[src/rtl/i2c_byte_master.sv]
// Single-byte I2C bus master for a single-master bus.
// Takes one start/addr/rw/wr_data request. Drives START, the address plus R/W bit,
// one data byte and STOP on open-drain SCL/SDA. Returns rd_data, done and ack_error.
//
// Ports:
//   clk, rst_n          system clock, asynchronous active-low reset
//   start               request strobe, sampled only while idle
//   addr, rw, wr_data   7-bit target address, 1 = read, byte to write
//   rd_data             last successfully read byte
//   busy                transaction in progress
//   done                one-cycle completion pulse
//   ack_error           NACK status, valid only while done=1
//   scl_oe, sda_oe      1 = pull the line low, 0 = release
//   scl_in, sda_in      asynchronous pad levels
module i2c_byte_master #(
  parameter int unsigned CLK_DIV = 250
) (
  input  logic       clk,
  input  logic       rst_n,
  input  logic       start,
  input  logic [6:0] addr,
  input  logic       rw,
  input  logic [7:0] wr_data,
  output logic [7:0] rd_data,
  output logic       busy,
  output logic       done,
  output logic       ack_error,
  output logic       scl_oe,
  output logic       sda_oe,
  input  logic       scl_in,
  input  logic       sda_in
);

  localparam int unsigned CntW = (CLK_DIV > 1) ? $clog2(CLK_DIV) : 1;
  localparam logic [CntW-1:0] Reload = CntW'(CLK_DIV - 1);

  typedef enum logic [2:0] {
    StIdle, StStart, StAddr, StAddrAck, StData, StDataAck, StStop, StDone
  } state_e;

  state_e          state_q, state_d;
  logic [CntW-1:0] cnt_q, cnt_d;
  logic [1:0]      qtr_q, qtr_d;
  logic [2:0]      bit_q, bit_d;
  logic [1:0]      settle_q, settle_d;
  logic [7:0]      sh_q, sh_d;
  logic [7:0]      wdata_q, wdata_d;
  logic            rw_q, rw_d;
  logic            err_q, err_d;
  logic [1:0]      scl_sync_q, sda_sync_q;
  logic            scl_s, sda_s;
  logic            active, tick;
  logic            scl_oe_d, sda_oe_d;

  assign scl_s = scl_sync_q[1];
  assign sda_s = sda_sync_q[1];

  always_comb begin
    state_d  = state_q;
    cnt_d    = cnt_q;
    qtr_d    = qtr_q;
    bit_d    = bit_q;
    sh_d     = sh_q;
    wdata_d  = wdata_q;
    rw_d     = rw_q;
    err_d    = err_q;
    settle_d = (settle_q != 2'd0) ? settle_q - 2'd1 : 2'd0;
    active   = (state_q != StIdle) && (state_q != StDone);
    tick     = active && (cnt_q == '0);

    if (state_q == StIdle) begin
      if (start) begin
        state_d  = StStart;
        cnt_d    = Reload;
        qtr_d    = 2'd0;
        bit_d    = 3'd0;
        sh_d     = {addr, rw};
        wdata_d  = wr_data;
        rw_d     = rw;
        err_d    = 1'b0;
        settle_d = 2'd0;
      end
    end else if (state_q == StDone) begin
      state_d = StIdle;
    end else if (tick) begin
      cnt_d = Reload;
      qtr_d = qtr_q + 2'd1;
      // The synchronizer lags a released SCL by two edges. Skip the stretch check
      // for those edges so an unstretched Q2 keeps its nominal length.
      if (qtr_q == 2'd1) settle_d = 2'd2;
      if (qtr_q == 2'd3) begin
        unique case (state_q)
          StStart: begin
            state_d = StAddr;
            bit_d   = 3'd0;
          end
          StAddr: begin
            sh_d  = {sh_q[6:0], sda_s};
            bit_d = bit_q + 3'd1;
            if (bit_q == 3'd7) state_d = StAddrAck;
          end
          StAddrAck: begin
            if (sda_s) begin
              err_d   = 1'b1;
              state_d = StStop;
            end else begin
              state_d = StData;
              bit_d   = 3'd0;
              sh_d    = wdata_q;
            end
          end
          StData: begin
            // Same shift for both directions: writes push bits out of the MSB,
            // reads collect sampled bits into the LSB.
            sh_d  = {sh_q[6:0], sda_s};
            bit_d = bit_q + 3'd1;
            if (bit_q == 3'd7) state_d = StDataAck;
          end
          StDataAck: begin
            if (!rw_q && sda_s) err_d = 1'b1;
            state_d = StStop;
          end
          StStop:  state_d = StDone;
          default: state_d = StIdle;
        endcase
      end
    end else if (qtr_q == 2'd2 && settle_q == 2'd0 && !scl_s) begin
      cnt_d = Reload;  // slave stretching SCL
    end else begin
      cnt_d = cnt_q - 1'b1;
    end
  end

  // Line drive follows the next state so the pad outputs come straight from flops.
  always_comb begin
    scl_oe_d = 1'b0;
    sda_oe_d = 1'b0;
    unique case (state_d)
      StStart: sda_oe_d = qtr_d[1];
      StAddr: begin
        scl_oe_d = !qtr_d[1];
        sda_oe_d = !sh_d[7];
      end
      StData: begin
        scl_oe_d = !qtr_d[1];
        sda_oe_d = !rw_d && !sh_d[7];
      end
      StAddrAck, StDataAck: scl_oe_d = !qtr_d[1];
      StStop: begin
        scl_oe_d = (qtr_d == 2'd0);
        sda_oe_d = !qtr_d[1];
      end
      default: begin
        scl_oe_d = 1'b0;
        sda_oe_d = 1'b0;
      end
    endcase
  end

  always_ff @(posedge clk or negedge rst_n) begin
    if (!rst_n) begin
      state_q    <= StIdle;
      cnt_q      <= '0;
      qtr_q      <= 2'd0;
      bit_q      <= 3'd0;
      settle_q   <= 2'd0;
      sh_q       <= 8'h00;
      wdata_q    <= 8'h00;
      rw_q       <= 1'b0;
      err_q      <= 1'b0;
      scl_sync_q <= 2'b11;
      sda_sync_q <= 2'b11;
      rd_data    <= 8'h00;
      busy       <= 1'b0;
      done       <= 1'b0;
      ack_error  <= 1'b0;
      scl_oe     <= 1'b0;
      sda_oe     <= 1'b0;
    end else begin
      scl_sync_q <= {scl_sync_q[0], scl_in};
      sda_sync_q <= {sda_sync_q[0], sda_in};
      state_q    <= state_d;
      cnt_q      <= cnt_d;
      qtr_q      <= qtr_d;
      bit_q      <= bit_d;
      settle_q   <= settle_d;
      sh_q       <= sh_d;
      wdata_q    <= wdata_d;
      rw_q       <= rw_d;
      err_q      <= err_d;
      scl_oe     <= scl_oe_d;
      sda_oe     <= sda_oe_d;
      busy       <= (state_d != StIdle) && (state_d != StDone);
      done       <= (state_d == StDone);
      ack_error  <= (state_d == StDone) && err_q;
      // err_q doubles as the address-NACK flag for reads: a read never errors on data.
      if (state_d == StDone && rw_q && !err_q) rd_data <= sh_q;
    end
  end

endmodule

[config.mk]
export PLATFORM = sky130hd
export DESIGN_NAME = i2c_byte_master
export DESIGN_NICKNAME = d
export VERILOG_FILES = /design/src/rtl/i2c_byte_master.sv
export SDC_FILE = /design/constraint.sdc
export NUM_CORES = 1
export LEC_CHECK = 0
export CAP_MARGIN = 20
export CELL_PAD_IN_SITES_DETAIL_PLACEMENT = 0
export CELL_PAD_IN_SITES_GLOBAL_PLACEMENT = 1
export CORE_MARGIN = 3
export CORE_UTILIZATION = 43
export DETAILED_ROUTE_END_ITERATION = 6
export PLACE_DENSITY_LB_ADDON = 0.1
export SLEW_MARGIN = 5
export SYNTH_ARGS = -nofsm -noshare
export SYNTH_HDL_FRONTEND = slang
export SYNTH_SLANG_ARGS = --single-unit
[constraint.sdc]
create_clock -name clk -period 2.9 [get_ports clk]
set_clock_uncertainty 0.05 [all_clocks]
set_input_delay 0.435 -clock clk [delete_from_list [all_inputs] [get_ports clk]]
set_output_delay 0.435 -clock clk [all_outputs]
set_load 0.005 [all_outputs]
==> results.toml <==
[final_layout]
diodes = 0
regArea_mm2 = 0.00133
nNetsFinal = 321
multi_input_area_mm2 = 0.00122
post_route_cells_drive_above_1_share = 0.166
areaGrowthSynthToFinish_pct = 20.6
stdcell_count = 367
fill_cells = 526

[clock_network]
ctsResizeCount = 0
clkTransAtPathRegs_ns = 0.10
cts_tree = "done"
cts_root_buf = "clkbuf_8"
cts_made_buffers = 5
insertion_delay_ns = 0.31
clock_path_buffers = 2
clock_sinks = 53
ctsHtreeMaxLevel = 2

[synthesis]
yosysWarnings = 0
yosys_most_used_dff = "dfrtp_1"
ys_ff_latch = 53
yosysUniqueCellTypes = 56
syn_area_per_cell_um2 = 10.5
synth_edf_count = 0
synth_area_mm2 = 0.00265
syn-num-nets = 280
synthArstFlopShare = 1.00
netlist_instances = 253
seq_area_frac_synth = 0.503

[sta]
fin_crit_sh = 0.852
finalMaxSlewViolations = 0
finalSetupTns_ns = 0
timing_hold_violations_final = 0
finalSetupViolations = 0
slew_headroom = 0.485
tightest_slew_ns = 0.770
fin_crit_ns = 2.47
holdWs_ns = 0.312
rsz0062_at_grt = "false"
max_freq_mhz = 405
fin_ws_ns = 0.428

[grt]
overflow = 0
grt_max_degree = 21
antenna_found_initial = 0
grt_usage = 0.171
grt_pass1_wl_mm = 9.87
grt_pass1_vias = 1920

[placement]
gp_congestion = 0.827
pre_cts_slack_ns = 0.331
portBuffers = 33
dp.final_hpwl_mm = 4.27
placed_cells = 358

[floorplan]
die_w_um = 84.5
rows = 27
die_h_um = 84.5
io_pins = 34
die_area_mm2 = 0.00713
start_util = 0.461
core_mm2 = 0.00574

[detailed_routing]
drtIter0Drc = 84
dr.pass1.iters = 4
finalWirelength_mm = 5.73
vias_per_cell = 5.48
remaining_drc_errors = 0
routedWlPerCell_um = 15.6
via_count = 2011
antenna_left = 0

[worst_setup_path]
reg2reg_depth = 7
r2r_start = "qtr_q[0]"
cp_max_fo = 8
startpoint_type = "flip-flop"
r2r-end = "rd_data[7]"
cp.arrival_ns = 2.62
crit_type = "reg -> reg"
critPathRequiredTime_ns = 3.05
ff2ff_setup_slack_ns = 0.43
cp-end-kind = "flip-flop"

[pwr]
leakage_nw = 1.36
p_per_area_mw_per_mm2 = 643
finalPower_w = 0.00205
vdd_drop_max_mv = 0.331

[hold_path]
whs_endpoint = "scl_sync_q[1]"
holdCritStartpoint = "scl_sync_q[0]"
hold_class = "reg -> reg"
hold_depth = 0

[flow_run]
cap_violations = 0

[status]
status = "complete, no violations"
[cell usage in the layout, fill, tap and decap left out, drive strengths merged, types with 3 or more instances in the layout]
cell type and instances:
a21oi 8, nand2 42, o21a 3, inv 12, nor4 4, a22oi 7
clkdlybuf4s50 32, ha 6, mux2i 6, and3 5, clkbuf 5, a221o 6
a41oi 4, buf 11, o21ai 8, dfstp 4, nor2b 4, nor2 23
nor3b 4, nand3 6, mux2 9, nor3 6, dfrtp 49
[stage by stage]
| stage | cell area (um^2) | util |
|---|---|---|
| 6_report | 3190 | 0.556 |
| 5_1_grt | 3190 | 0.556 |
| 4_1_cts | 3190 | 0.556 |
| 3_3_place_gp | 3090 | 0.537 |
| 3_5_place_dp | 3090 | 0.537 |
| 2_1_floorplan | 2650 | - |
[what timing repair did]
action	4_1_cts	5_1_grt
buffers inserted	0	0
endpoints found under the hold margin	7	0
hold buffers	1	0
[logic make-up (layout without fill, tap and decap cells)]
group / after synthesis / in the layout / share of synthesized area
AO/OA/AOI/OAI: 50 / 50 / 0.150
XOR/XNOR: 1 / 1 / 0.00331
adder cells (fa/ha/maj): 7 / 7 / 0.0322
buffers and inverters: 21 / 63 / 0.0345
flip-flops: 53 / 53 / 0.503
multiplexers: 15 / 15 / 0.0610
AND/OR/NAND/NOR: 106 / 106 / 0.216
[worst max-delay path: stages (launching register included)]
cell,delay (ns)
dfrtp_1,0.45
ha_1,0.16
nor3b_2,0.38
nand3_2,0.22
o21a_1,0.32
nor2_2,0.24
nand4_4,0.21
mux2_2,0.32
[flip-flops by register name, summed over array words and instances, names as in the netlist, 3 cells and up]
signal	count
cnt_q	8
rd_data	8
sh_q	8
wdata_q	8
bit_q	3
state_q	3
[power breakdown]
part	switching [W]	internal [W]
Combinational	0.000265	0.000272
Sequential	0.000170	0.000919
Clock	0.000251	0.000175
Total	0.000686	0.00137
[cell usage after synthesis (all sizes together) (3+ instances only)]
master | instances | area (um^2)
dfrtp | 49 | 1230
nand2 | 42 | 158
nor2 | 23 | 96.4
inv | 11 | 41.3
mux2 | 9 | 101
a21oi | 8 | 40.0
o21ai | 8 | 40.0
a22oi | 7 | 52.6
a221o | 6 | 60.1
buf | 6 | 35.0
ha | 6 | 75.1
mux2i | 6 | 60.1
nand3 | 6 | 35.0
nor3 | 6 | 40.0
and3 | 5 | 33.8
a41oi | 4 | 35.0
clkbuf | 4 | 15.0
dfstp | 4 | 105
nor2b | 4 | 25.0
nor3b | 4 | 46.3
nor4 | 4 | 31.3
o21a | 3 | 22.5
[worst max path at each step]
stage | end | slack, ns | from
3_5_place_dp | rd_data[1] | 0.33 | start
5_1_grt | sda_oe | 0.16 | cnt_q[1]
6_report | rd_data[7] | 0.43 | qtr_q[0]
4_1_cts | rd_data[4] | 0.40 | cnt_q[0]
2_1_floorplan | rd_data[0] | 0.64 | cnt_q[0]
3_3_place_gp | rd_data[3] | 0.38 | start
[layout make-up]
type	instances	area share
Sequential cell	53	0.417
Inverter	11	0.0129
Timing Repair Buffer	44	0.129
Clock buffer	5	0.0216
Clock inverter	3	0.00784
Multi-Input combinational cell	179	0.384
Tap cell	72	0.0282
[routing by layer]
metal,GRT usage,share of wire,up-vias
li1,-,-,995
met1,0.252,0.49,965
met2,0.260,0.45,45
met3,0.0334,0.045,6
met4,0.0388,0.0096,0
met5,0,0,-
Power figures use the tool's default switching activity.
